==> config.mk <==
export PLATFORM = sky130hd
export DESIGN_NAME = addsub_arbiter
export DESIGN_NICKNAME = d
export VERILOG_FILES = /design/src/rtl/addsub_arbiter.sv
export SDC_FILE = /design/constraint.sdc
export NUM_CORES = 1
export LEC_CHECK = 0
export CORE_UTILIZATION = 35
export DETAILED_ROUTE_END_ITERATION = 8
export MAX_ROUTING_LAYER = met4
export PLACE_DENSITY = 0.77
export SYNTH_ARGS = -nofsm -noshare
export SYNTH_HDL_FRONTEND = slang
export SYNTH_SLANG_ARGS = --single-unit
==> constraint.sdc <==
create_clock -name clk -period 3.3 [get_ports clk]
set_input_delay 0.66 -clock clk [delete_from_list [all_inputs] [get_ports clk]]
set_output_delay 0.66 -clock clk [all_outputs]
set_load 0.005 [all_outputs]
==> src/rtl/addsub_arbiter.sv <==
// Round-robin sharing of one external 32-bit add/subtract unit between two requesters.
// Operands are held on the adder for ADD_LAT cycles, then Sum/Cout/overflow are returned on a valid/ready channel.
module addsub_arbiter #(
    parameter int unsigned ADD_LAT = 1  // legal range 1..15
) (
    input  logic        clk,
    input  logic        rst,
    input  logic        req0_valid,
    input  logic [31:0] req0_a,
    input  logic [31:0] req0_b,
    input  logic        req0_cin,
    input  logic        req0_sub,
    output logic        req0_ready,
    input  logic        req1_valid,
    input  logic [31:0] req1_a,
    input  logic [31:0] req1_b,
    input  logic        req1_cin,
    input  logic        req1_sub,
    output logic        req1_ready,
    output logic [31:0] add_a,
    output logic [31:0] add_b,
    output logic        add_cin,
    output logic        add_sub,
    input  logic [31:0] add_sum,
    input  logic        add_cout,
    output logic        rsp_valid,
    output logic        rsp_id,
    output logic [31:0] rsp_sum,
    output logic        rsp_cout,
    output logic        rsp_ovf,
    input  logic        rsp_ready
);

    typedef enum logic [1:0] {IDLE, EXEC, RESP} state_t;

    localparam logic [3:0] CNT_INIT = 4'(ADD_LAT);

    state_t      state_q, state_d;
    logic        last_grant_q, last_grant_d;
    logic [3:0]  cnt_q, cnt_d;
    logic [31:0] op_a_q, op_a_d;
    logic [31:0] op_b_q, op_b_d;
    logic        op_cin_q, op_cin_d;
    logic        op_sub_q, op_sub_d;
    logic        id_q, id_d;
    logic [31:0] sum_q, sum_d;
    logic        cout_q, cout_d;
    logic        ovf_q, ovf_d;

    logic        grant0, grant1;
    logic        accept;
    logic        exec_done;
    logic        ovf_calc;

    // On a tie the requester that did not win last time is served.
    assign grant0    = req0_valid & (~req1_valid | last_grant_q);
    assign grant1    = req1_valid & (~req0_valid | ~last_grant_q);
    assign accept    = (state_q == IDLE) & (req0_valid | req1_valid);
    assign exec_done = (state_q == EXEC) & (cnt_q == 4'd1);

    assign ovf_calc = op_sub_q ? ((op_a_q[31] != op_b_q[31]) & (add_sum[31] != op_a_q[31]))
                               : ((op_a_q[31] == op_b_q[31]) & (add_sum[31] != op_a_q[31]));

    // State register
    always_ff @(posedge clk or posedge rst) begin
        if (rst) begin
            state_q <= IDLE;
        end else begin
            state_q <= state_d;
        end
    end

    // Next-state logic
    always_comb begin
        state_d = state_q;
        case (state_q)
            IDLE:    if (accept)    state_d = EXEC;
            EXEC:    if (exec_done) state_d = RESP;
            RESP:    if (rsp_ready) state_d = IDLE;
            default: state_d = IDLE;
        endcase
    end

    // Output logic
    always_comb begin
        req0_ready = (state_q == IDLE) & grant0;
        req1_ready = (state_q == IDLE) & grant1;
        rsp_valid  = (state_q == RESP);
    end

    always_comb begin
        last_grant_d = last_grant_q;
        cnt_d        = cnt_q;
        op_a_d       = op_a_q;
        op_b_d       = op_b_q;
        op_cin_d     = op_cin_q;
        op_sub_d     = op_sub_q;
        id_d         = id_q;
        sum_d        = sum_q;
        cout_d       = cout_q;
        ovf_d        = ovf_q;
        if (accept) begin
            op_a_d       = grant1 ? req1_a   : req0_a;
            op_b_d       = grant1 ? req1_b   : req0_b;
            op_cin_d     = grant1 ? req1_cin : req0_cin;
            op_sub_d     = grant1 ? req1_sub : req0_sub;
            id_d         = grant1;
            last_grant_d = grant1;
            cnt_d        = CNT_INIT;
        end
        if (state_q == EXEC) begin
            cnt_d = cnt_q - 4'd1;
        end
        if (exec_done) begin
            sum_d  = add_sum;
            cout_d = add_cout;
            ovf_d  = ovf_calc;
        end
    end

    always_ff @(posedge clk or posedge rst) begin
        if (rst) begin
            last_grant_q <= 1'b1;
            cnt_q        <= 4'd0;
            op_a_q       <= 32'd0;
            op_b_q       <= 32'd0;
            op_cin_q     <= 1'b0;
            op_sub_q     <= 1'b0;
            id_q         <= 1'b0;
            sum_q        <= 32'd0;
            cout_q       <= 1'b0;
            ovf_q        <= 1'b0;
        end else begin
            last_grant_q <= last_grant_d;
            cnt_q        <= cnt_d;
            op_a_q       <= op_a_d;
            op_b_q       <= op_b_d;
            op_cin_q     <= op_cin_d;
            op_sub_q     <= op_sub_d;
            id_q         <= id_d;
            sum_q        <= sum_d;
            cout_q       <= cout_d;
            ovf_q        <= ovf_d;
        end
    end

    // The adder sees the operand registers directly, so its inputs only move on an accept.
    assign add_a    = op_a_q;
    assign add_b    = op_b_q;
    assign add_cin  = op_cin_q;
    assign add_sub  = op_sub_q;
    assign rsp_id   = id_q;
    assign rsp_sum  = sum_q;
    assign rsp_cout = cout_q;
    assign rsp_ovf  = ovf_q;

endmodule

== After elaboration in Yosys (flattened, before gate mapping) ==
Cells that the tools add are included.
Storage, ports and cells
  word-level logic and storage cells: 49
  register bits after elaboration: 108
  input port bits: 170
  output and inout bits: 104
Operators by class
  bitwise logic cells: 14
  $add $sub $neg: 1
  reductions and logical operators: 3
  multiplexer cells: 11
  equality and inequality tests: 9
Operator list (count)
  32-bit 2-to-1 mux: 2
  1-bit AND: 8
  4-bit 2-to-1 mux: 2
  2-bit 2-to-1 mux: 3
  2-bit one-hot mux with 3 select lines: 1
  4-bit by 1-bit equality test with 1-bit output, second input constant: 1
  2-bit != test, second input constant: 2
  4-bit by 1-bit subtractor with 4-bit output, second input constant: 1
  1-bit 2-to-1 mux: 3
  1-bit NOT: 3
  1-bit bitwise OR: 3
  3-bit AND reduction: 1
  2-bit by 1-bit equality test with 1-bit output, second input constant: 1
  2-bit equality test, second input constant: 1
  2-bit logical NOT: 1
  1-bit != test: 2
  2-bit by 1-bit != test with 1-bit output, second input constant: 1
  2-bit nonzero test: 1
  1-bit equality test: 1

== Logic depth before layout (Yosys ltp) ==
  depth in word-level cells: 4
  gate-level depth with buffers: 6
  depth with buffers taken out: 5

== Least setup slack after synthesis ==
Ideal clock, no wire load.
  path kind: input to output
  start point: input req1_valid
  end point: output req1_ready
  stages on the path: 3
  path slack: 1417 ps
  data arrival time: 1223 ps
  data required time: 2640 ps
  path buffers: 1
  cells stage by stage: a21boi_2 buf_4 and2_1
On the way
  word-level cells in the longest chain between the ends: 2
Ends and longest elaborated chain
  start, declared: RTL line 14  | input logic req1_valid,
  1-bit AND: RTL line 57  | assign grant1 = req1_valid & (~req0_valid | ~last_grant_q);
  1-bit AND: RTL line 87  | req1_ready = (state_q == IDLE) & grant1;
  end, declared: RTL line 19  | output logic req1_ready,
No other way between the ends.

== Worst setup path in the final report ==
  start point: input req0_valid
  end point: output req1_ready
On the way
  word-level cells in the longest chain between the ends: 4
Ends and longest elaborated chain
  start, declared: RTL line 8  | input logic req0_valid,
  1-bit NOT: RTL line 57
  1-bit bitwise OR: RTL line 57
  1-bit AND: RTL line 57
  1-bit AND: RTL line 87
No other way between the ends.

==> flow_summary.json <==
{
  "synth_commonest_cells": "dfrtp_1 (107), o21ai_0 (105), mux2i_1 (68)",
  "drtIter0Drc": 162,
  "track_usage_pct": 20.4,
  "cts_max_level": 3,
  "hold_buffers": 0,
  "drc": 0,
  "slowest_delay_ps": 590,
  "clock_skew_ps": 6.72,
  "ys_warn_count": 0,
  "grt_max_degree": 109,
  "cts_made_buffers": 9,
  "synth.net_count": 584,
  "startpoint_type": "input port",
  "synth_edf_count": 0,
  "antenna_left": 0,
  "r2r_start": "cnt_q[1]",
  "cts_tree": "built",
  "netlist_instances": 412,
  "drtPass1Iterations": 4,
  "p_per_area_nw_per_um2": 815,
  "synth.most_common_cell": "dfrtp_1",
  "p_leak_nw": 3.27,
  "drv_cap": 0,
  "synth_area_um2": 4840,
  "routed_via_density": 4.95,
  "cts.sinks": 108,
  "max_slew.worst_pin.slew_ps": 1140,
  "synthFlopType": "dfrtp_1",
  "max-slew-margin-rel_pct": 23.9,
  "max_freq_mhz": 354,
  "cts_buffer_depth": 2,
  "antenna_found_initial": 0,
  "diodes": 0,
  "setup_viol": 0,
  "path_max_fanout": 5,
  "cpMostUsedCell": "clkdlybuf4s50_1",
  "rows": 42,
  "status": "complete, no violations",
  "synth_top_cell_by_area": "dfrtp_1",
  "ys_async_sr_fraction_pct": 100,
  "syn_avg_cell_area_um2": 11.7,
  "cp-end-kind": "output pin",
  "gp_congestion": 0.768,
  "synthSimpleGateAreaFrac_pct": 2.09,
  "yosys-mux-area-fraction_pct": 22.0,
  "dp_hpwl_um": 10100,
  "yosysTopAreaCellShare_pct": 55.3,
  "io_buffer_count": 273,
  "drt-total-wl_um": 14200,
  "fillers": 1143,
  "startpoint": "req0_valid",
  "grt_pass1_wl_um": 22200,
  "ios": 274,
  "r2r_slack_ps": 1190,
  "path_class": "in -> out",
  "hp-class": "reg -> reg",
  "coreArea_um2": 13300,
  "grt_pass1_vias": 4511,
  "overflow": 0,
  "cts.repair.resized": 0,
  "wl_per_cell_um": 16.7,
  "synth.top_cells.by_area": "dfrtp_1 (55%), mux2i_1 (14%), o21ai_0 (11%), mux2_2 (7.9%), o21ai_1 (3.2%)",
  "finalCriticalPeriod_ps": 2820,
  "finalPower_mw": 6.53,
  "ys_types": 29,
  "peakVddDrop_mv": 0.397,
  "area_delta_synth_final_pct": 65.6,
  "die_x_um": 120,
  "nNetsFinal": 843,
  "clock-root-buffer": "clkbuf_16",
  "arrival_ps": 2160,
  "cp_slowest_cell": "clkdlybuf4s50_1",
  "via_count": 4214,
  "synth_compound_area_share_pct": 15.0,
  "slew_viol_final": 0,
  "design_area_um2": 8010,
  "dpl-instance-area_um2": 7700,
  "synth_seq_cells": 108,
  "fin_crit_sh_pct": 85.6,
  "yosysSeqAreaShare_pct": 55.9,
  "path_cells": "clkdlybuf4s50_1 > a21boi_4 > and2_1 > clkdlybuf4s50_1",
  "clk_pin_slew_ps": 70,
  "initial_utilization_pct": 36.2,
  "finalHoldViolations": 0,
  "worstHoldStart": "rsp_id",
  "rsz0062_at_grt": "false",
  "insertion_delay_ps": 340,
  "die_h_um": 120,
  "dieArea_um2": 14300,
  "layout-drive-gt1-share_pct": 9.02,
  "tns_ps": 0,
  "critPathRequiredTime_ps": 2640,
  "post-cts-setup-buffer-count": 0,
  "synth_top_family_by_area": "multiplexers",
  "yosys.area_share.xor_xnor_pct": 0.362,
  "synth_fa_ha_area_share_pct": 0.517
}
[cell families (layout without fill, tap and decap cells)]
group | Yosys count | after routing
flops | 108 | 108
buf+inv | 36 | 300
compound gates | 143 | 143
fa+ha+maj | 2 | 2
xor+xnor | 2 | 2
simple gates | 19 | 19
mux | 102 | 102
[cell type report]
type	count	area, µm²	share of cell area, %
clock buffers	11	233	2.90
clock inverters	5	83.8	1.05
inverters	5	22.5	0.281
multi-input cells	268	1960	24.5
flip-flops and latches	108	2700	33.7
well taps	176	220	2.75
repair buffers	279	2790	34.8
[sequential cells by signal, indices dropped and copies added, names as in the netlist]
register	flops
add_a	32
add_b	32
rsp_sum	32
cnt_q	4
state_q	2
add_cin	1
add_sub	1
last_grant_q	1
rsp_cout	1
rsp_id	1
rsp_ovf	1
[critical path: cells and delay by family]
kind / cells / cell delay, ps
buf+inv: 2 / 1120
compound gates: 1 / 230
simple gates: 1 / 160
[stage by stage]
stage               cells  hold slack, ps  utilization [%]  worst slack (ps)
global route          852             514             60.0               414
CTS                   852             484             60.0               465
floorplan             412             443                -              1340
finish                852             484             60.0               475
global placement      836             461             57.7               415
detailed placement    836             467             57.7               327
[report_power, final]
group	internal (mW)	switching, mW	total (mW)	leakage [nW]
Clock	0.669	0.475	1.14	0.146
Sequential	1.99	0.347	2.34	1.31
Combinational	1.84	1.21	3.05	1.82
[worst paths after layout]
kind,to,cells after the start
min in group asynchronous,rsp_sum[14],3
hold / removal,rsp_id,1
setup reg to reg,rsp_sum[15],5
hold reg to reg,rsp_id,1
max in group asynchronous,add_b[8],3
setup / recovery,req1_ready,4
[metal layers]
metal	wire [µm]	track usage, %
met1	5710	23.0
met2	7360	35.6
met3	854	4.09
met4	316	7.89
met5	0	-
[layout by cell type, fill, tap and decap left out, types with 4 or more instances in the layout]
cell type	netlist	layout
o21ai_0	105	105
inv_1	5	4
nand2b_1	4	4
mux2i_1	68	68
clkbuf_16	0	9
nor2_1	6	5
o21ai_1	31	30
buf_4	4	5
clkdlybuf4s50_1	0	273
dfrtp_1	107	107
mux2_2	34	34
Power figures use the tool's default switching activity.
